===== config.mk =====
export PLATFORM = sky130hd
export DESIGN_NAME = spi_master
export DESIGN_NICKNAME = d
export VERILOG_FILES = /design/src/rtl/spi_pkg.sv /design/src/rtl/spi_tick.sv /design/src/rtl/spi_master.sv
export SDC_FILE = /design/constraint.sdc
export NUM_CORES = 1
export LEC_CHECK = 0
export CELL_PAD_IN_SITES_DETAIL_PLACEMENT = 2
export CELL_PAD_IN_SITES_GLOBAL_PLACEMENT = 2
export CORE_ASPECT_RATIO = 1.1
export CORE_MARGIN = 10
export CORE_UTILIZATION = 31
export CTS_CLUSTER_SIZE = 10
export DETAILED_ROUTE_END_ITERATION = 8
export PLACE_DENSITY = 0.77
export SLEW_MARGIN = 20
export SYNTH_ARGS = -nofsm -noshare
export SYNTH_HDL_FRONTEND = slang
export SYNTH_SLANG_ARGS = --single-unit

===== constraint.sdc =====
create_clock -name clk_in -period 3.4 [get_ports clk_in]
set_clock_uncertainty 0.1 [all_clocks]
set_input_delay 0.68 -clock clk_in [delete_from_list [all_inputs] [get_ports clk_in]]
set_output_delay 0.68 -clock clk_in [all_outputs]
set_load 0.02 [all_outputs]

===== src/rtl/spi_pkg.sv =====
// Shared types and constants for the SPI master.
package spi_pkg;

    // Transfer phases; every phase except IDLE lasts exactly CLK_DIV cycles.
    typedef enum logic [2:0] {
        IDLE,
        SETUP,
        LOW,
        HIGH,
        HOLD,
        GAP
    } spi_state_t;

    localparam int         SPI_MAX_BITS  = 32;
    localparam logic [5:0] SPI_NBITS_MAX = 6'd31;

    // Longest transfer is SPI_MAX_BITS bits, so the length-minus-one field saturates at 31.
    function automatic logic [4:0] clamp_nbits(input logic [5:0] nbits);
        logic [4:0] result;
        if (nbits > SPI_NBITS_MAX) begin
            result = 5'd31;
        end else begin
            result = nbits[4:0];
        end
        return result;
    endfunction

endpackage


===== src/rtl/spi_tick.sv =====
// Phase timer: strobes phase_end on the last cycle of each CLK_DIV-cycle phase.
module spi_tick #(
    parameter int CLK_DIV = 4
) (
    input  logic clk_in,
    input  logic rst,
    input  logic restart,
    output logic phase_end
);

    localparam int             CW     = $clog2(CLK_DIV + 1);
    localparam logic [CW-1:0]  RELOAD = CW'(CLK_DIV - 1);
    localparam logic [CW-1:0]  ONE    = CW'(1);

    logic [CW-1:0] cnt_reg;

    // Reload on every phase change so the new phase ends CLK_DIV cycles later.
    always_ff @(posedge clk_in) begin
        if (rst) begin
            cnt_reg <= RELOAD;
        end else if (restart) begin
            cnt_reg <= RELOAD;
        end else if (cnt_reg != '0) begin
            cnt_reg <= cnt_reg - ONE;
        end
    end

    assign phase_end = (cnt_reg == '0);

endmodule


===== src/rtl/spi_master.sv =====
// SPI mode-3 master: shifts out up to 32 bits MSB-first and returns MISO right-justified.
module spi_master
    import spi_pkg::*;
#(
    parameter int CLK_DIV = 4
) (
    input  logic        clk_in,
    input  logic        rst,
    input  logic [31:0] spi_mosi_data,
    input  logic [5:0]  spi_nbits,
    input  logic        spi_request,
    output logic [31:0] spi_miso_data,
    output logic        spi_ready,
    output logic        spi_sclk,
    output logic        spi_mosi,
    input  logic        spi_miso,
    output logic        spi_cs_n
);

    spi_state_t  state_reg;
    logic [31:0] shift_tx_reg;
    logic [31:0] shift_rx_reg;
    logic [4:0]  bit_cnt_reg;
    logic [31:0] miso_data_reg;
    logic        ready_reg;
    logic        sclk_reg;
    logic        mosi_reg;
    logic        cs_n_reg;

    logic        phase_end;
    logic        restart;
    logic [4:0]  req_bits;
    logic [4:0]  next_bit;

    // Every non-idle phase ends on the timer strobe; leaving IDLE happens on an accepted request.
    assign restart  = (state_reg == IDLE) ? spi_request : phase_end;
    assign req_bits = clamp_nbits(spi_nbits);
    assign next_bit = bit_cnt_reg - 5'd1;

    spi_tick #(
        .CLK_DIV(CLK_DIV)
    ) u_tick (
        .clk_in   (clk_in),
        .rst      (rst),
        .restart  (restart),
        .phase_end(phase_end)
    );

    // Transfer sequencer with registered pin and result outputs.
    always_ff @(posedge clk_in) begin
        if (rst) begin
            state_reg     <= IDLE;
            shift_tx_reg  <= '0;
            shift_rx_reg  <= '0;
            bit_cnt_reg   <= '0;
            miso_data_reg <= '0;
            ready_reg     <= 1'b0;
            sclk_reg      <= 1'b1;
            mosi_reg      <= 1'b0;
            cs_n_reg      <= 1'b1;
        end else begin
            ready_reg <= 1'b0;
            case (state_reg)
                IDLE: begin
                    sclk_reg <= 1'b1;
                    cs_n_reg <= 1'b1;
                    if (spi_request) begin
                        shift_tx_reg <= spi_mosi_data;
                        bit_cnt_reg  <= req_bits;
                        shift_rx_reg <= '0;
                        cs_n_reg     <= 1'b0;
                        mosi_reg     <= spi_mosi_data[req_bits];
                        state_reg    <= SETUP;
                    end
                end
                SETUP: begin
                    if (phase_end) begin
                        sclk_reg  <= 1'b0;
                        state_reg <= LOW;
                    end
                end
                LOW: begin
                    // Rising SCLK: capture MISO as it stands at this clk_in edge.
                    if (phase_end) begin
                        sclk_reg     <= 1'b1;
                        shift_rx_reg <= {shift_rx_reg[30:0], spi_miso};
                        state_reg    <= HIGH;
                    end
                end
                HIGH: begin
                    if (phase_end) begin
                        if (bit_cnt_reg != 5'd0) begin
                            // Falling SCLK: present the next MOSI bit.
                            bit_cnt_reg <= next_bit;
                            mosi_reg    <= shift_tx_reg[next_bit];
                            sclk_reg    <= 1'b0;
                            state_reg   <= LOW;
                        end else begin
                            state_reg <= HOLD;
                        end
                    end
                end
                HOLD: begin
                    if (phase_end) begin
                        cs_n_reg  <= 1'b1;
                        state_reg <= GAP;
                    end
                end
                GAP: begin
                    if (phase_end) begin
                        miso_data_reg <= shift_rx_reg;
                        ready_reg     <= 1'b1;
                        state_reg     <= IDLE;
                    end
                end
                default: begin
                    state_reg <= IDLE;
                end
            endcase
        end
    end

    assign spi_miso_data = miso_data_reg;
    assign spi_ready     = ready_reg;
    assign spi_sclk      = sclk_reg;
    assign spi_mosi      = mosi_reg;
    assign spi_cs_n      = cs_n_reg;

endmodule


==> flow_summary.ini, run 1 <==
[cells_and_area]
nets = 691
final_cell_mix = nand2_1, dfxtp_1, a21oi_1
syn2layout_area_growth_pct = 25.2
final_common_cell = nand2_1
final_util_pct = 39.9
drive_gt1_share_pct = 5.68
antenna_cells = 0

[place]
post-place-ws_ns = 0.332
port_buffers = 77
place_hpwl_microns = 10800
gp_congestion = 0.819

[flow_run]
maxCapViolCount = 0

[run_status]
status = completed

[critical_path]
cp.depth = 8
slowest_delay_ns = 0.85
cpLargestDelayFamily = buffers and inverters
endpoint = spi_mosi$_SDFFE_PP0P_
worstSetupEndpointType = flip-flop
r2r_start = bit_cnt_reg[1]$_SDFFE_PP0P_
cp_common_cell = o211ai_1
path_buf_inv = 2
worstPathRequired_ns = 3.60
reg2reg_depth = 7
worst-path-max-fanout = 13
critPathSlowestCell = clkdlybuf4s50_1
critPathArrivalTime_ns = 2.92
path_cells = clkdlybuf4s50_1 -> buf_4 -> nor4b_1 -> a2111oi_0 -> o211ai_1 -> o2111ai_1 -> o211ai_1 -> nand3_1
r2r_slack_ns = 0.85
critical_path_class = in2reg
start_kind = input pin
cp-startpoint = spi_nbits[0]
reg2reg_to = spi_mosi$_SDFFE_PP0P_

[grt]
grt_pass1_wl_microns = 25700
gr-total-overflow = 0
grt_max_degree = 88
antenna_found_initial = 0
grt_pass1_vias = 4805
grt_usage_pct = 14.7

[detailed_routing]
num_vias = 4370
drt-pass1-iter-count = 5
wl_microns = 15300
first_iter_violations = 186
drtAntennaViolNets = 0
vias_per_cell = 5.16
wire_per_inst_microns = 18.1
drc_errors = 0

[worst_hold_path]
worstHoldPathType = reg2reg

[logic_synthesis]
synth_edf_count = 0
synth_area_sq_um = 4810
yosys_warnings = 0
yosys_most_used_dff = dfxtp_1
syn-num-nets = 642
synth_cells = 597
synth_seq_cells = 111
async_flop_share_pct = 0
synthTopCellsByArea = dfxtp_1, nand2_1, a21oi_1, mux4_1, nand3_1
seq_area_frac_synth_pct = 46.2
synth_top_area_share_pct = 46.2
avgSynthCellArea_sq_um = 8.06
ys_types = 44
yosys.area.top_type = dfxtp_1

[floorplan]
die_y_microns = 151
ioPinCount = 78
rows = 47
die_w_microns = 139
die_area_sq_um = 20900
initial_core_util_pct = 31.8
core_sq_um = 15100

[sta]
rsz0062_at_grt = false
slew_viol_final = 0
timing.fmax_ghz = 0.368
max-slew-margin-rel_pct = 38.6
fin_crit_sh_pct = 80.0
min_period_ns = 2.72
hold_viol_final = 0
setup-violations-final = 0
fin_tns_setup_ns = 0
worstMarginPinSlew_ns = 0.921
layout_setup_ws_ns = 0.679

[pwr]
totalPowerFinal_mw = 2.82
p_switching_mw = 0.750
p_per_area_nw_per_um2 = 468
switching_share_pct = 26.6
p_leak_nw = 2.08
combPwrFrac_pct = 12.0
intPower_mw = 2.07
clkPwrFrac_pct = 39.9
seqPwrFrac_pct = 48.1
vdd_ir_drop_max_v = 0.000205

[clock_tree]
clk_path_buf_depth = 2
clock_sinks = 111
cts_root_buffer = clkbuf_16
post_cts_resized = 0
cts_made_buffers = 9
cts_tree = done
clk_latency_ns = 0.36
h-tree-depth = 3
ctsHoldBuffers = 0
clkSlewWorstSetupHoldPaths_ns = 0.08
post-cts-setup-buffers = 0
==> cells by family after synthesis <==
group	count (synthesis)	synth area share, %
AO/OA/AOI/OAI	141	16.0
XOR/XNOR	4	1.12
adder cells (fa/ha/maj)	3	0.780
buffers and inverters	58	4.84
flip-flops	111	46.2
multiplexers	22	8.09
AND/OR/NAND/NOR	258	23.0
==> synthesized netlist by cell type, types with 2 or more instances <==
library cell,n
clkbuf_1,42
a2111oi_0,3
a311oi_1,2
inv_1,8
nand2_1,173
mux4_1,8
nand3_1,36
ha_1,3
a211oi_1,3
nand3b_1,5
mux4_2,3
nor3_1,8
dfxtp_1,111
xnor2_1,2
nor2_1,17
a211o_1,2
nor2b_1,3
o21ai_0,14
o211ai_1,5
a21oi_1,106
buf_2,5
mux2i_1,10
nand2b_1,7
==> power by group through the flow <==
| stage | logic [mW] | clock network [mW] | registers [mW] |
|---|---|---|---|
| finish | 0.338 | 1.13 | 1.36 |
| global route | 0.375 | 1.22 | 1.36 |
| detailed placement | 0.340 | 0 | 1.39 |
| global placement | 0.327 | 0 | 1.38 |
| floorplan | 0.212 | 0 | 1.38 |
| CTS | 0.343 | 1.15 | 1.36 |
==> layout make-up <==
cell class / instances / area (sq um)
clock inverter: 7 / 88.8
clock buffer: 9 / 225
tap: 196 / 245
timing repair buffer: 87 / 843
fill: 1706 / 9090
multi-input combinational: 428 / 2370
sequential: 111 / 2220
inverter: 9 / 33.8
==> per-stage QoR <==
step | std cells | area (sq um) | hold slack [ns]
finish | 847 | 6020 | 0.357
floorplan | 597 | 4810 | 0.332
detailed placement | 831 | 5710 | 0.345
global route | 847 | 6020 | 0.379
global placement | 831 | 5710 | 0.338
CTS | 847 | 6020 | 0.357
==> worst min path at each step <==
stage / to / cells after the start / start
after floorplan: shift_tx_reg[10]$_SDFFE_PP0P_ / 2 / shift_tx_reg[10]$_SDFFE_PP0P_
final: shift_tx_reg[14]$_SDFFE_PP0P_ / 2 / shift_tx_reg[14]$_SDFFE_PP0P_
after global placement: shift_tx_reg[24]$_SDFFE_PP0P_ / 2 / shift_tx_reg[24]$_SDFFE_PP0P_
after global routing: shift_tx_reg[26]$_SDFFE_PP0P_ / 2 / shift_tx_reg[26]$_SDFFE_PP0P_
after CTS: shift_tx_reg[14]$_SDFFE_PP0P_ / 2 / shift_tx_reg[14]$_SDFFE_PP0P_
after detailed placement: shift_tx_reg[14]$_SDFFE_PP0P_ / 2 / shift_tx_reg[14]$_SDFFE_PP0P_
==> worst reg2reg max path, stage by stage (launching register included) <==
cell	delay, ns
dfxtp_1	0.36
inv_1	0.05
ha_1	0.55
mux4_1	0.34
mux2i_1	0.09
mux4_2	0.48
or4_1	0.43
nand3_1	0.09
==> metal layers <==
metal	share of wire [%]	wire (microns)	GRT usage (%)
met3	3.6	556	2.49
met2	49	7530	25.4
met1	46	7070	18.3
met5	0	0	0
met4	1.2	184	4.49
(Power assumes the default switching activity.)
==> run 2, diff against run 1 <==
==> constraint.sdc (replaced) <==
create_clock -name clk_in -period 2.8 [get_ports clk_in]
set_clock_uncertainty 0.1 [all_clocks]
set_input_delay 0.56 -clock clk_in [delete_from_list [all_inputs] [get_ports clk_in]]
set_output_delay 0.56 -clock clk_in [all_outputs]
set_load 0.02 [all_outputs]
==> run 2 against run 1 <==
Net effect:
- clock power increased by 13%
- global-route usage increased by 0.32 points
- final cell count increased by 0.71%
- largest cell class unchanged
- count of clock-buffer cells in the layout unchanged
==> flow_summary.ini, run 2 (synthesis results as in run 1) <==
[floorplan]
die_area_sq_um = 20900
die_w_microns = 139
rows = 47
die_y_microns = 151
core_sq_um = 15100
ioPinCount = 78
initial_core_util_pct = 31.8

[sta]
max-slew-margin-rel_pct = 59.4
min_period_ns = 2.50
layout_setup_ws_ns = 0.301
setup-violations-final = 0
rsz0062_at_grt = false
fin_tns_setup_ns = 0
hold_viol_final = 0
whs_ns = 0.357
worstMarginPinSlew_ns = 0.609
timing.fmax_ghz = 0.400
slew_viol_final = 0
fin_crit_sh_pct = 89.2

[clock_tree]
clk_path_buf_depth = 2
post-cts-setup-buffers = 0
clkSlewWorstSetupHoldPaths_ns = 0.08
clock_sinks = 111
clk_latency_ns = 0.36
cts_made_buffers = 9
cts_root_buffer = clkbuf_16
ctsHoldBuffers = 0
cts_tree = done
h-tree-depth = 3
post_cts_resized = 0

[pwr]
p_per_area_nw_per_um2 = 554
combPwrFrac_pct = 12.4
seqPwrFrac_pct = 49.3
vdd_ir_drop_max_v = 0.000255
p_switching_mw = 0.927
clkPwrFrac_pct = 38.2
totalPowerFinal_mw = 3.36
switching_share_pct = 27.6
intPower_mw = 2.43
p_leak_nw = 2.10

[critical_path]
critPathArrivalTime_ns = 2.70
path_buf_inv = 1
path_cells = inv_1 -> ha_1 -> nor3b_2 -> xnor2_4 -> mux2i_1 -> mux4_2 -> or4_1 -> nand3_1
critPathSlowestCell = mux4_2
worstSetupEndpointType = flip-flop
worstPathRequired_ns = 3.01
critical_path_class = reg2reg
slowest_delay_ns = 0.48
worst-path-max-fanout = 4
cp-startpoint = bit_cnt_reg[0]$_SDFFE_PP0P_
cpLargestDelayFamily = simple AND/OR/NAND/NOR gates
start_kind = flip-flop
r2r_start = bit_cnt_reg[0]$_SDFFE_PP0P_

[cells_and_area]
final_cell_mix = nand2_1, dfxtp_1, a21oi_1
syn2layout_area_growth_pct = 25.9
drive_gt1_share_pct = 6.54
nets = 697
antenna_cells = 0
num-fill-cells = 1705
final_common_cell = nand2_1

[grt]
antenna_found_initial = 0
grt_usage_pct = 15.0
grt_max_degree = 59
gr-total-overflow = 0
grt_pass1_vias = 4957
grt_pass1_wl_microns = 25900

[run_status]
status = completed

[worst_hold_path]
worstHoldPathType = reg2reg
hp-start = spi_miso_data[0]$_SDFFE_PP0P_

[place]
place_hpwl_microns = 11600
gp_congestion = 0.850
port_buffers = 77
post-place-ws_ns = 0.0295

[detailed_routing]
wire_per_inst_microns = 18.6
wl_microns = 15900
drc_errors = 0
first_iter_violations = 226
drtAntennaViolNets = 0
num_vias = 4440
vias_per_cell = 5.21
drt-pass1-iter-count = 4

[flow_run]
maxCapViolCount = 0
==> run 2: cell types whose count changed in the layout (fill, tap and decap cells not counted), sizes merged <==
cell,delta
buf,+6
bufinv,-1
clkinv,+1
clkinvlp,+1
inv,-1
==> run 2: tightest hold or removal path, stage by stage, from the launching register on <==
cell     delay (ns)
dfxtp_1        0.31
nand2_1        0.05
a21oi_1        0.05
==> run 2: stage by stage <==
| step | utilization (%) | std cells | cell area, sq um |
|---|---|---|---|
| 6_report | 40.1 | 853 | 6060 |
| 5_1_grt | 40.1 | 853 | 6060 |
| 4_1_cts | 40.1 | 853 | 6060 |
| 3_5_place_dp | 38.2 | 837 | 5770 |
| 3_3_place_gp | 38.2 | 837 | 5770 |
| 2_1_floorplan | - | 597 | 4810 |
==> run 2: layer usage <==
metal | global-route usage [%] | up-vias | part of all wire [%]
met5 | 0 | - | 0
met2 | 26.8 | 70 | 51
li1 | - | 2141 | -
met4 | 6.42 | 0 | 2.0
met1 | 17.1 | 2212 | 43
met3 | 3.09 | 17 | 3.9
==> run 2: power groups by stage <==
stage               sequential, mW  combinational, mW  clock, mW
floorplan                     1.68              0.258          0
global placement              1.69              0.395          0
detailed placement            1.69              0.419          0
CTS                           1.66              0.422       1.33
global route                  1.66              0.460       1.37
finish                        1.66              0.417       1.28
==> run 2: cell type report <==
| class | instances | area (sq um) | area share [%] |
|---|---|---|---|
| flip-flops and latches | 111 | 2220 | 36.7 |
| clock inverters | 7 | 66.3 | 1.09 |
| multi-input cells | 428 | 2370 | 39.0 |
| clock buffers | 9 | 225 | 3.72 |
| repair buffers | 93 | 901 | 14.9 |
| inverters | 9 | 33.8 | 0.558 |
| well taps | 196 | 245 | 4.05 |
==> run 2: final timing paths <==
| path | end | slack (ns) | depth (start not counted) |
|---|---|---|---|
| worst min-delay path | spi_miso_data[0]$_SDFFE_PP0P_ | 0.36 | 2 |
| worst max-delay path | spi_mosi$_SDFFE_PP0P_ | 0.30 | 8 |
| worst max register to register | spi_mosi$_SDFFE_PP0P_ | 0.30 | 8 |
| worst min register to register | spi_miso_data[0]$_SDFFE_PP0P_ | 0.36 | 2 |
==> run 3, diff against run 2 <==
--- a/config.mk
+++ b/config.mk
@@ -5,14 +5,16 @@
 export SDC_FILE = /design/constraint.sdc
 export NUM_CORES = 1
 export LEC_CHECK = 0
+export ABC_AREA = 1
 export CELL_PAD_IN_SITES_DETAIL_PLACEMENT = 2
 export CELL_PAD_IN_SITES_GLOBAL_PLACEMENT = 2
 export CORE_ASPECT_RATIO = 1.1
 export CORE_MARGIN = 10
-export CORE_UTILIZATION = 31
+export CORE_UTILIZATION = 30
 export CTS_CLUSTER_SIZE = 10
 export DETAILED_ROUTE_END_ITERATION = 8
 export PLACE_DENSITY = 0.77
+export RECOVER_POWER = 100
 export SLEW_MARGIN = 20
 export SYNTH_ARGS = -nofsm -noshare
 export SYNTH_HDL_FRONTEND = slang
==> run 3 against run 2 <==
Net effect:
- final area rose by 4.4%
- clock power increased by 20%
- count of clock-buffer cells in the layout rose by 1
- sequential share of layout area decreased by 1.5 points
- combinational power increased to 7.2 times the previous value
==> flow_summary.ini, run 3 <==
[cells_and_area]
syn2layout_area_growth_pct = 23.4
multi_input_area_sq_um = 2330
antenna_cells = 0
final_cell_mix = nor2_1, dfxtp_1, o21ai_0
final_common_cell = nor2_1
nets = 814
num-fill-cells = 1958
final_util_pct = 37.4
drive_gt1_share_pct = 8.53
seq_area_sq_um = 2220

[logic_synthesis]
synth_cells = 710
synth_common_cells = nor2_1, dfxtp_1, o21ai_0
synth_seq_cells = 111
seq_area_frac_synth_pct = 43.4
yosys_warnings = 0
synth_most_common_cell = nor2_1
avgSynthCellArea_sq_um = 7.21
syn-num-nets = 755
synthTopCellsByArea = dfxtp_1, o21ai_0, nor2_1, nand2_1, a21oi_2
synth_top_area_share_pct = 43.4
async_flop_share_pct = 0
ys_types = 30
synth_edf_count = 0
yosys_most_used_dff = dfxtp_1
yosys.area.top_type = dfxtp_1
synth_area_sq_um = 5120

[sta]
slew_viol_final = 0
timing.fmax_ghz = 0.429
layout_setup_ws_ns = 0.467
min_period_ns = 2.33
fin_crit_sh_pct = 83.3
whs_ns = 0.365
rsz0062_at_grt = false
setup-violations-final = 0
worstMarginPinSlew_ns = 0.793
max-slew-margin-rel_pct = 47.1
fin_tns_setup_ns = 0
hold_viol_final = 0

[detailed_routing]
drc_errors = 0
drtAntennaViolNets = 0
drt-pass1-iter-count = 4
first_iter_violations = 198
wire_per_inst_microns = 17.0
num_vias = 4898
vias_per_cell = 4.99
wl_microns = 16700

[floorplan]
ioPinCount = 78
core_sq_um = 16900
die_area_sq_um = 22700
die_w_microns = 145
rows = 50
initial_core_util_pct = 30.3
die_y_microns = 157

[clock_tree]
h-tree-depth = 3
ctsHoldBuffers = 0
clk_path_buf_depth = 2
clk_latency_ns = 0.36
clkSlewWorstSetupHoldPaths_ns = 0.07
clock_sinks = 111
cts_tree = done
post_cts_resized = 0
cts_made_buffers = 9
cts_root_buffer = clkbuf_16
post-cts-setup-buffers = 0

[critical_path]
r2r_slack_ns = 0.47
r2r_start = u_tick.cnt_reg[0]$_SDFFE_PP1N_
start_kind = input pin
critical_path_class = in2reg
worstSetupEndpointType = flip-flop
reg2reg_to = shift_rx_reg[18]$_SDFFE_PP0P_
critPathArrivalTime_ns = 2.52
reg2reg_depth = 9
worst-path-max-fanout = 9
worstPathRequired_ns = 2.98

[worst_hold_path]
hp-start = shift_tx_reg[4]$_SDFFE_PP0P_
hold_path_end = shift_tx_reg[4]$_SDFFE_PP0P_
worstHoldPathCells = 2
worstHoldPathType = reg2reg

[place]
gp_congestion = 0.772
port_buffers = 77
post-place-ws_ns = 0.155
place_hpwl_microns = 11900

[grt]
grt_pass1_vias = 5537
gr-total-overflow = 0
grt_usage_pct = 15.0
grt_pass1_wl_microns = 27700
grt_max_degree = 65
antenna_found_initial = 0

[pwr]
vdd_ir_drop_max_v = 0.000412
p_per_area_nw_per_um2 = 1090
p_leak_nw = 2.72

[flow_run]
maxCapViolCount = 0

[run_status]
status = completed
==> run 3: cell types whose count changed after synthesis, sizes merged, moves of 7 or more <==
cell / before / now
nor2: 17 / 131
o21ai: 15 / 110
mux2i: 10 / 0
clkbuf: 43 / 15
nand3: 36 / 50
mux4: 11 / 0
nand2: 173 / 94
nand2b: 7 / 0
buf: 6 / 24
inv: 9 / 80
a21oi: 106 / 78
==> run 3: kinds of logic (layout without fill, tap and decap cells) <==
kind of cell | after synthesis | count (layout) | synth area share, %
AOI/OAI and AO/OA | 196 | 196 | 22.2
xor gates and xnor gates | 2 | 2 | 0.342
adders and majority gates | 3 | 3 | 0.733
buffers and inverters | 119 | 183 | 10.3
DFF | 111 | 111 | 43.4
and+or+nand+nor | 279 | 279 | 23.1
==> run 3: area by class of cell <==
type	count	share of cell area (%)
clock buffer	10	3.78
sequential	111	35.1
timing repair buffer	87	13.5
inverter	80	4.75
tap	208	4.12
clock inverter	6	1.82
multi-input combinational	480	36.9
==> run 3: power by group <==
group          leakage (nW)  switching [mW]  internal, mW  total (mW)
sequential            0.909           0.332          2.03        2.36
combinational          1.64            2.03         0.980        3.01
clock                 0.175           0.636         0.909        1.54
total                  2.72            2.99          3.92        6.91
==> run 3: worst max-delay path, cell delays in order <==
cell	delay [ns]
dlygate4sd3_1	0.63
inv_1	0.10
nand2_1	0.23
inv_1	0.33
nand3_1	0.13
nand3_1	0.11
nand3_1	0.10
nand3_1	0.11
nand3_1	0.08
a21oi_1	0.14
==> run 3: stage by stage <==
stage	total power, mW	area, sq um	cells
3_5_place_dp	5.51	6020	966
2_1_floorplan	4.69	5120	710
6_report	6.91	6320	982
4_1_cts	7.13	6380	982
5_1_grt	7.51	6320	982
3_3_place_gp	5.29	6020	966
==> run 3: worst max path at each step <==
stage	from	endpoint
4_1_cts	u_tick.cnt_reg[0]$_SDFFE_PP1N_	spi_miso_data[28]$_SDFFE_PP0P_
2_1_floorplan	bit_cnt_reg[0]$_SDFFE_PP0P_	spi_mosi$_SDFFE_PP0P_
6_report	spi_nbits[5]	spi_mosi$_SDFFE_PP0P_
3_5_place_dp	spi_nbits[5]	spi_mosi$_SDFFE_PP0P_
3_3_place_gp	spi_nbits[5]	spi_mosi$_SDFFE_PP0P_
5_1_grt	u_tick.cnt_reg[1]$_SDFFE_PP1N_	spi_miso_data[2]$_SDFFE_PP0P_
==> run 3: routing by layer <==
metal / share of wire (%) / track usage (%) / wire (microns)
met1: 43 / 16.9 / 7170
met4: 1.6 / 5.01 / 260
met3: 2.9 / 2.35 / 491
met2: 52 / 27.8 / 8730
met5: 0 / 0 / 0
